$ cat src/rtl/cache_pkg.sv
// Shared L1 cache definitions: line geometry and the line-transfer engine state encoding.
package cache_pkg;

    localparam int L1_OFFSET         = 5;
    localparam int L1_WORDS_PER_LINE = 8;
    localparam int L1_LINE_W         = 256;
    localparam int L1_WORD_IDX       = 3;

    typedef enum logic [2:0] {
        IDLE    = 3'd0,
        WB_REQ  = 3'd1,
        WB_WAIT = 3'd2,
        RF_REQ  = 3'd3,
        RF_WAIT = 3'd4,
        DONE    = 3'd5
    } xfer_state_e;

endpackage

$ cat src/rtl/l1_line_xfer.sv
// Serialises an optional victim writeback plus a line refill into 32-bit memory accesses
// and returns the assembled refill line to the L1 miss FSM as a single-cycle response.
module l1_line_xfer
    import cache_pkg::*;
#(
    parameter int ADDR_W         = 32,
    parameter int WORD_W         = 32,
    parameter int WORDS_PER_LINE = L1_WORDS_PER_LINE,
    localparam int LINE_W        = WORD_W * WORDS_PER_LINE
) (
    input  logic              clk,
    input  logic              rst,
    input  logic              req_valid,
    output logic              req_ready,
    input  logic              req_wb,
    input  logic [ADDR_W-1:0] req_wb_addr,
    input  logic [LINE_W-1:0] req_wb_data,
    input  logic [ADDR_W-1:0] req_rf_addr,
    output logic              rsp_valid,
    output logic [LINE_W-1:0] rsp_rdata,
    output logic              l1_mem_valid,
    output logic              l1_mem_store,
    output logic [ADDR_W-1:0] l1_mem_addr,
    output logic [WORD_W-1:0] l1_mem_wdata,
    input  logic [WORD_W-1:0] mem_l1_rdata,
    input  logic              mem_l1_valid
);

    localparam int TAG_W = ADDR_W - L1_OFFSET;
    localparam logic [L1_WORD_IDX-1:0] LAST_WORD = L1_WORD_IDX'(WORDS_PER_LINE - 1);

    xfer_state_e              r_state;
    xfer_state_e              w_stateNext;
    logic [L1_WORD_IDX-1:0]   r_cnt;
    logic [L1_WORD_IDX-1:0]   w_cntNext;
    logic [TAG_W-1:0]         r_wbTag;
    logic [TAG_W-1:0]         r_rfTag;
    logic [LINE_W-1:0]        r_wbData;
    logic [LINE_W-1:0]        r_rspData;

    logic                     w_accept;
    logic                     w_ready;
    logic                     w_memValid;
    logic                     w_rspValid;
    logic                     w_unusedLowBits;

    assign w_accept        = req_valid && (r_state == IDLE);
    assign w_unusedLowBits = ^{req_wb_addr[L1_OFFSET-1:0], req_rf_addr[L1_OFFSET-1:0]};

    always_ff @(posedge clk) begin
        if (rst) begin
            r_state   <= IDLE;
            r_cnt     <= '0;
            r_wbTag   <= '0;
            r_rfTag   <= '0;
            r_wbData  <= '0;
            r_rspData <= '0;
        end else begin
            r_state <= w_stateNext;
            r_cnt   <= w_cntNext;
            if (w_accept) begin
                r_wbTag  <= req_wb_addr[ADDR_W-1:L1_OFFSET];
                r_rfTag  <= req_rf_addr[ADDR_W-1:L1_OFFSET];
                r_wbData <= req_wb_data;
            end
            if ((r_state == RF_WAIT) && mem_l1_valid) begin
                r_rspData[WORD_W*r_cnt +: WORD_W] <= mem_l1_rdata;
            end
        end
    end

    // Address/data stay on the bus through the WAIT state; only the valid pulse drops.
    always_comb begin
        w_stateNext  = r_state;
        w_cntNext    = r_cnt;
        w_ready      = 1'b0;
        w_memValid   = 1'b0;
        w_rspValid   = 1'b0;
        l1_mem_store = 1'b0;
        l1_mem_addr  = '0;
        l1_mem_wdata = '0;
        case (r_state)
            IDLE: begin
                w_ready = 1'b1;
                if (req_valid) begin
                    w_cntNext   = '0;
                    w_stateNext = req_wb ? WB_REQ : RF_REQ;
                end
            end
            WB_REQ: begin
                w_memValid   = 1'b1;
                l1_mem_store = 1'b1;
                l1_mem_addr  = {r_wbTag, r_cnt, 2'b00};
                l1_mem_wdata = r_wbData[WORD_W*r_cnt +: WORD_W];
                w_stateNext  = WB_WAIT;
            end
            WB_WAIT: begin
                l1_mem_store = 1'b1;
                l1_mem_addr  = {r_wbTag, r_cnt, 2'b00};
                l1_mem_wdata = r_wbData[WORD_W*r_cnt +: WORD_W];
                if (mem_l1_valid) begin
                    if (r_cnt == LAST_WORD) begin
                        w_cntNext   = '0;
                        w_stateNext = RF_REQ;
                    end else begin
                        w_cntNext   = r_cnt + 1'b1;
                        w_stateNext = WB_REQ;
                    end
                end
            end
            RF_REQ: begin
                w_memValid  = 1'b1;
                l1_mem_addr = {r_rfTag, r_cnt, 2'b00};
                w_stateNext = RF_WAIT;
            end
            RF_WAIT: begin
                l1_mem_addr = {r_rfTag, r_cnt, 2'b00};
                if (mem_l1_valid) begin
                    if (r_cnt == LAST_WORD) begin
                        w_stateNext = DONE;
                    end else begin
                        w_cntNext   = r_cnt + 1'b1;
                        w_stateNext = RF_REQ;
                    end
                end
            end
            DONE: begin
                w_rspValid  = 1'b1;
                w_stateNext = IDLE;
            end
            default: begin
                w_stateNext = IDLE;
            end
        endcase
    end

    // Gating with rst silences the bus in the very cycle reset is applied mid-transfer.
    assign req_ready    = w_ready    && !rst;
    assign l1_mem_valid = w_memValid && !rst;
    assign rsp_valid    = w_rspValid && !rst;
    assign rsp_rdata    = r_rspData;

endmodule

$ cat config.mk
export PLATFORM = sky130hd
export DESIGN_NAME = l1_line_xfer
export DESIGN_NICKNAME = d
export VERILOG_FILES = /design/src/rtl/cache_pkg.sv /design/src/rtl/l1_line_xfer.sv
export SDC_FILE = /design/constraint.sdc
export NUM_CORES = 1
export LEC_CHECK = 0
export CAP_MARGIN = 10
export CORE_AREA = 2 2 266 268
export DETAILED_ROUTE_END_ITERATION = 12
export DIE_AREA = 0 0 268 270
export DONT_BUFFER_PORTS = 1
export PLACE_DENSITY = 0.51
export SYNTH_ARGS = -nofsm -noshare
export SYNTH_HDL_FRONTEND = slang
export SYNTH_SLANG_ARGS = --single-unit
$ cat constraint.sdc
create_clock -name clk -period 4.23 [get_ports clk]
set_input_delay 0.423 -clock clk [delete_from_list [all_inputs] [get_ports clk]]
set_output_delay 0.423 -clock clk [all_outputs]
set_load 0.01 [all_outputs]
# [Word-level counts from Yosys, hierarchy flattened]
# Cells that the tools add are included.
[word_totals] regBits=572 in_bits=357 output_inout_bits=324 word_cells=54
[op_classes] n_addsub=2 n_eq_ne=10 shift=3 n_mux=20 n_reduce_logical=13
[op_table] cell="bitwise mux 256 bit" n=1
[op_table] cell="variable shift 32 x 34 -> 256 bit, first input constant" n=1
[op_table] cell="variable part select 256 x 9 -> 32 bit" n=1
[op_table] cell="variable part select 32 x 34 -> 256 bit" n=1
[op_table] cell="case mux 32 bit (2 select lines)" n=1
[op_table] cell="negation 8 -> 34 bit" n=1
[op_table] cell="two-way mux 32 bit" n=1
[op_table] cell="two-way mux 3 bit" n=9
[op_table] cell="case mux 3 bit (5 select lines)" n=1
[op_table] cell="== test 3 bit, second input constant" n=3
[op_table] cell="case mux 3 bit (3 select lines)" n=1
[op_table] cell="!= test 2 bit, second input constant" n=4
[op_table] cell="== test 3 x 2 -> 1 bit, second input constant" n=2
[op_table] cell="OR reduction 2 bit" n=3
[op_table] cell="logical AND 1 bit" n=5
[op_table] cell="AND reduction 5 bit" n=1
[op_table] cell="two-way mux 1 bit" n=4
[op_table] cell="two-way mux 2 bit" n=2
[op_table] cell="adder 3 x 1 -> 3 bit, second input constant" n=1
[op_table] cell="== test 3 x 1 -> 1 bit, second input constant" n=1
[op_table] cell="logical NOT 3 bit" n=1
[op_table] cell="AND reduction 3 bit" n=1
[op_table] cell="nonzero test 3 bit" n=1
[op_table] cell="logical NOT 1 bit" n=1

# [Logic depth before layout (Yosys ltp)]
# Gate-level depths: netlist of the first run.
[depth] depth_word=4 depth_mapped=13

# [Worst setup path before layout of the first run]
# Ideal clock, no wire load.
[synth_path] path_kind="register -> register" start="register r_cnt[1]" end="register r_rspData[155] (netlist: rsp_rdata[155])" setup_time_ns=0.070 arrival_ns=3.072 required_time_ns=4.160 slack_ns=1.088 path_stages_with_launch=13 n_path_buf=5 path_cell_list="dfxtp_1 -> buf_2 -> clkbuf_1 -> clkbuf_1 -> inv_1 -> ha_1 -> ha_1 -> nand2b_4 -> or3_1 -> buf_6 -> buf_6 -> or4b_1 -> a21oi_1"
[synth_between] elab_chain_len=3
[synth_rtl] item="start, declared" line="l1_line_xfer.sv:34" rtl="logic [L1_WORD_IDX-1:0] r_cnt;"
[synth_rtl] item="start signal, assigned" line="l1_line_xfer.sv:60" rtl="r_cnt <= w_cntNext;"
[synth_rtl] item="negation 8 -> 34 bit (*)" line="l1_line_xfer.sv:67" rtl="r_rspData[WORD_W*r_cnt +: WORD_W] <= mem_l1_rdata;"
[synth_rtl] item="variable part select 32 x 34 -> 256 bit or variable shift 32 x 34 -> 256 bit (tied branches)" line="l1_line_xfer.sv:67"
[synth_rtl] item="bitwise mux 256 bit (*)" line="l1_line_xfer.sv:67"
[synth_rtl] item="end signal, assigned by index" line="l1_line_xfer.sv:67"
[synth_rtl] item="end, declared" line="l1_line_xfer.sv:39" rtl="logic [LINE_W-1:0] r_rspData;"
# Mark *: on every way between the ends. The rest lies on a longest branch, timed or not.
# A chain may end at the register's enable or synchronous reset.

# [Worst setup path in the final report of the first run]
[layout_path] start="register r_cnt[1]" end="register r_rspData[115] (netlist: rsp_rdata[115])"
# The elaborated chain is that of the path after synthesis.

==> results of run 1 <==
-- path summary, 6_finish.rpt --
check / end / slack, ps / from
hold / removal: r_wbData[184] / 40 / req_wb_data[184]
hold reg to reg: r_wbData[154] / 450 / r_wbData[154]
setup reg to reg: rsp_rdata[115] / 950 / r_cnt[1]
setup / recovery: rsp_rdata[115] / 950 / r_cnt[1]
-- where the power goes --
group / internal, uW / switching [uW]
clock: 3380 / 2410
sequential: 5630 / 143
combinational: 619 / 840
-- state kept, by name, indices dropped and copies added (netlist names) --
name / flops
r_cnt: 3
r_rfTag: 27
r_state: 3
r_wbData: 256
r_wbTag: 27
rsp_rdata: 256
-- critical path: cells and delay by family, from the launching register on --
kind	cells	cell delay [ps]
simple gates	2	530
buf+inv	3	1760
flops	1	380
compound gates	1	70
fa+ha+maj	1	420
-- per-layer routing --
metal	wire (um)	vias up	part of all wire, %
li1	-	9780	-
met1	32700	10200	37
met2	44000	960	49
met3	8310	232	9.3
met4	4620	4	5.2
met5	30	-	0.033
-- logic make-up (layout without fill, tap and decap cells) --
group                      Yosys count  count (layout)  share of synthesized area (%)
and+or+nand+nor                   1123            1123                           21.0
muxes                               97              97                           7.74
AOI/OAI and AO/OA                  639             639                           15.1
xor gates and xnor gates             2               2                         0.0765
DFF                                572             572                           50.0
buffers and inverters              318             570                           5.70
adders and majority gates            7               7                          0.382
other                                1              22                         0.0164
-- cell type report --
cell class | instances | area, um^2
Antenna cell | 20 | 50.0
Clock buffer | 96 | 1930
Clock inverter | 19 | 265
Fill cell | 6868 | 40100
Inverter | 36 | 135
Multi-Input combinational cell | 1870 | 10200
Sequential cell | 572 | 11500
Tap cell | 940 | 1180
Timing Repair Buffer | 419 | 4230
-- per-stage QoR --
stage / power [uW] / util (%)
after floorplan: 6670 / -
after global placement: 6840 / 33.5
after detailed placement: 6870 / 33.5
after CTS: 13100 / 42.2
after global routing: 13500 / 42.3
final: 13000 / 42.3
-- placed cells by master, fill, tap and decap left out, types with 7 or more instances in the layout --
master	n
clkbuf_1	15
dfxtp_1	570
mux2i_1	33
a21oi_1	536
ha_1	7
clkbuf_16	67
a22o_1	59
inv_1	36
nor2_1	38
mux4_2	64
dlygate4sd3_1	375
diode_2	20
nand2_1	816
nand3_1	197
clkbuf_8	14
or4b_1	32
clkinv_2	8
buf_4	35
o21ai_0	33
==> qor.yml, run 1 <==
outcome:
  status: "finished, final reports clean"
yosys:
  syn_inst: 2759
  syn_area_um2: 22900
  ys_async_sr_fraction_pct: 0
  synth_enable_flop_cells: 0
  yosysUniqueCellTypes: 45
  yosys_warnings: 0
  yosys-top-cells-count: "817 x nand2_1, 572 x dfxtp_1, 536 x a21oi_1, 216 x clkbuf_1, 197 x nand3_1"
  avgSynthCellArea_um2: 8.30
  synth_top_cell_by_area: "dfxtp_1"
  synth_seq_cells: 572
  synth_top_cells_by_area: "dfxtp_1 50%, nand2_1 13%, a21oi_1 12%"
  yosysMostFrequentCell: "nand2_1"
  synthFlopType: "dfxtp_1"
  ys_seq_area_share_pct: 50.0
  netlist.area_leader.share_pct: 50.0
clock_network:
  cts_buffers: 67
  clkTransAtPathRegs_ps: 60
  htree_num_levels: 3
  post_cts_resized: 0
  clkSinkCount: 572
  cts_tree: "done"
  cts_hold_buffers: 379
  postCtsSetupBuffers: 0
  clock_latency_ps: 620
  root_buffer: "clkbuf_16"
  clockBufferDepth: 3
global_routing:
  grt_pass1_wl_um: 131000
  grt_busiest_layer: "met2"
  antenna_found_initial: 19
  grtUsageMet1_pct: 26.2
  grt_start_max_net_pins: 227
  grt_overflow: 0
  grtUsageMet3_pct: 7.44
  first_global_vias: 20600
  track_usage_pct: 23.8
  grt_use_met2_pct: 40.6
die:
  design.core.area_um2: 69500
  die_w_um: 268
  initial_core_util_pct: 32.9
  io_pins: 681
  die_area_um2: 72400
  die_h_um: 270
  rows: 97
timing:
  fin_crit_ps: 3280
  fin_crit_sh_pct: 77.7
  fmax_mhz: 304
  max_slew_margin_pct: 20.3
  fin_ws_ps: 945
  final-setup-viol-count: 0
  slew_violations: 0
  rsz0062_at_grt: "false"
  fin_tns_setup_ps: 0
  hold_slack_ps: 35.6
  skew_ps: 27.4
  finalHoldViolCount: 0
  worst_pin_slew_ps: 1200
power_and_ir_drop:
  p_per_area_nw_per_um2: 442
  p_leak_uw: 0.0107
  ir_drop_uv: 263
route:
  ant_nets: 0
  drtIter0Drc: 1555
  avgViaCountPerCell: 5.33
  drcViolationCount: 0
  first_pass_iters: 8
  finalWirelength_um: 89700
  wire_per_inst_um: 22.6
  via_count: 21200
worst_setup_path:
  crit_top_cell: "buf_4"
  critPathMaxStageDelay_ps: 800
  cp.required_ps: 4730
  reg2reg_depth: 7
  endpoint_kind: "flop"
  critPathLaunchType: "flop"
  crit_fanout: 66
  cp_slowest_cell: "buf_4"
  crit_arrival_ps: 3780
  crit_type: "reg -> reg"
  crit_chain: "buf_4 > ha_1 > nand3_1 > buf_4 > nand2_1 > a21oi_1 > dlygate4sd3_1"
cells_and_area:
  drive_above_1_share_pct: 7.47
  fin_cells: 3972
  syn2layout_area_growth_pct: 28.5
  design_area_um2: 29400
  fin_nets: 3330
min_path:
  min_path_type: "in -> reg"
  hold_path_depth: 2
placed_design:
  dp_hpwl_um: 55900
  io_buffer_count: 0
  routabilityCongestion: 0.821
  place_area_um2: 23300
  place_inst: 3457
  place_ws_ps: 1370
run:
  drv_cap: 0
(Power assumes the default switching activity.)
==> run 2, diff against run 1 <==
- clock period: 4.23 -> 3.3 ns (I/O delays scaled with it)
==> qor.yml, run 2 (synthesized netlist as in run 1, its figures left out) <==
clock_network:
  root_buffer: "clkbuf_16"
  clock_latency_ps: 600
  clkTransAtPathRegs_ps: 60
  cts_tree: "done"
  clockBufferDepth: 3
  clkSinkCount: 572
  htree_num_levels: 3
  postCtsSetupBuffers: 0
  cts_buffers: 66
run:
  drv_cap: 0
timing:
  final-setup-viol-count: 0
  worst_pin_slew_ps: 957
  rsz0062_at_grt: "false"
  fin_crit_sh_pct: 96.4
  fin_crit_ps: 3180
  finalHoldViolCount: 0
  max_slew_margin_pct: 36.0
  skew_ps: 18.2
  fin_ws_ps: 118
  slew_violations: 0
  fin_tns_setup_ps: 0
  fmax_mhz: 314
global_routing:
  grt_pass1_wl_um: 135000
  first_global_vias: 22300
  antenna_found_initial: 23
  grt_start_max_net_pins: 344
  track_usage_pct: 24.1
  grt_overflow: 0
route:
  ant_nets: 0
  first_pass_iters: 5
  avgViaCountPerCell: 5.24
  drcViolationCount: 0
  finalWirelength_um: 90300
  via_count: 22000
  wire_per_inst_um: 21.5
  drtIter0Drc: 1423
cells_and_area:
  fin_nets: 3562
  layout_commonest_cell: "nand2_1"
  syn2layout_area_growth_pct: 38.7
  final_cell_mix: "816 x nand2_1, 607 x dlygate4sd3_1, 570 x dfxtp_1, 536 x a21oi_1, 197 x nand3_1"
  drive_above_1_share_pct: 6.97
placed_design:
  routabilityCongestion: 0.818
  place_ws_ps: 620
  io_buffer_count: 0
  dp_hpwl_um: 56400
worst_setup_path:
  crit_chain: "buf_4 > buf_4 > mux4_2 > a22o_1"
  critPathLaunchType: "flop"
  cp_num_buf_inv: 2
  crit_top_cell: "buf_4"
  cp_slowest_cell: "buf_4"
  cp.required_ps: 2970
  crit_arrival_ps: 2850
  crit_fanout: 38
  critPathMaxStageDelay_ps: 610
  endpoint_kind: "output port"
  crit_type: "reg -> out"
  cp_top_family: "buffers and inverters"
power_and_ir_drop:
  p_per_area_nw_per_um2: 531
  finalPower_uw: 16900
  p_leak_uw: 0.0122
  ir_drop_uv: 362
die:
  design.core.area_um2: 69500
  die_area_um2: 72400
  io_pins: 681
  die_h_um: 270
  initial_core_util_pct: 32.9
  rows: 97
  die_w_um: 268
outcome:
  status: "finished, final reports clean"
min_path:
  min_path_type: "in -> reg"
run 2: changes by cell type in the layout (fill, tap and decap cells not counted), moves of 2 or more:
cell	previous run	this run
bufinv_16	3	5
inv_6	0	2
dlygate4sd3_1	375	607
buf_12	5	9
buf_16	4	2
clkinv_8	3	1
run 2: worst reg2reg max path, stage by stage (launching register included):
cell	delay (ps)
dfxtp_1	530
inv_1	190
ha_1	450
nand4b_1	690
buf_12	410
nand2_1	100
a21oi_1	60
dlygate4sd3_1	570
run 2: timing repair:
action | in CTS | in global routing
endpoints found under the hold margin | 571 | 0
gates resized for setup | 0 | 0
hold buffers | 609 | 0
run 2: cell type report:
| cell class | instances | area (um^2) |
|---|---|---|
| clock buffers | 93 | 1880 |
| flip-flops and latches | 572 | 11500 |
| repair buffers | 652 | 6570 |
| well taps | 940 | 1180 |
| fillers | 6651 | 37800 |
| clock inverters | 21 | 294 |
| inverters | 36 | 135 |
| diodes | 19 | 47.5 |
| multi-input cells | 1870 | 10200 |
run 2: report_power, final:
group / total [uW] / switching, uW / internal (uW) / leakage [uW]
Clock: 7450 / 3040 / 4400 / 0.00107
Sequential: 7400 / 185 / 7210 / 0.00465
Combinational: 2030 / 1080 / 951 / 0.00650
Total: 16900 / 4310 / 12600 / 0.0122
run 2: routing by layer:
| layer | GRT usage, % | part of all wire (%) |
|---|---|---|
| met1 | 25.8 | 37 |
| met2 | 42.1 | 49 |
| met3 | 7.11 | 8.2 |
| met4 | 13.2 | 5.5 |
| met5 | 0 | 0.065 |
run 2: path summary, 6_finish.rpt:
kind / slack (ps) / depth (start not counted) / from / to
max: 120 / 4 / r_cnt[1] / l1_mem_wdata[31]
min: 9 / 2 / req_wb_data[255] / r_wbData[255]
max reg2reg: 180 / 7 / r_cnt[2] / rsp_rdata[235]
min reg2reg: 450 / 2 / r_wbData[132] / r_wbData[132]
run 2: per-stage QoR:
stage	std cells	area, um^2	hold slack [ps]	utilization (%)
6_report	4203	31800	8.73	45.7
3_5_place_dp	3461	23400	436	33.7
4_1_cts	4184	31700	8.21	45.6
3_3_place_gp	3461	23400	437	33.7
2_1_floorplan	2760	22900	433	-
5_1_grt	4197	31700	12.3	45.6
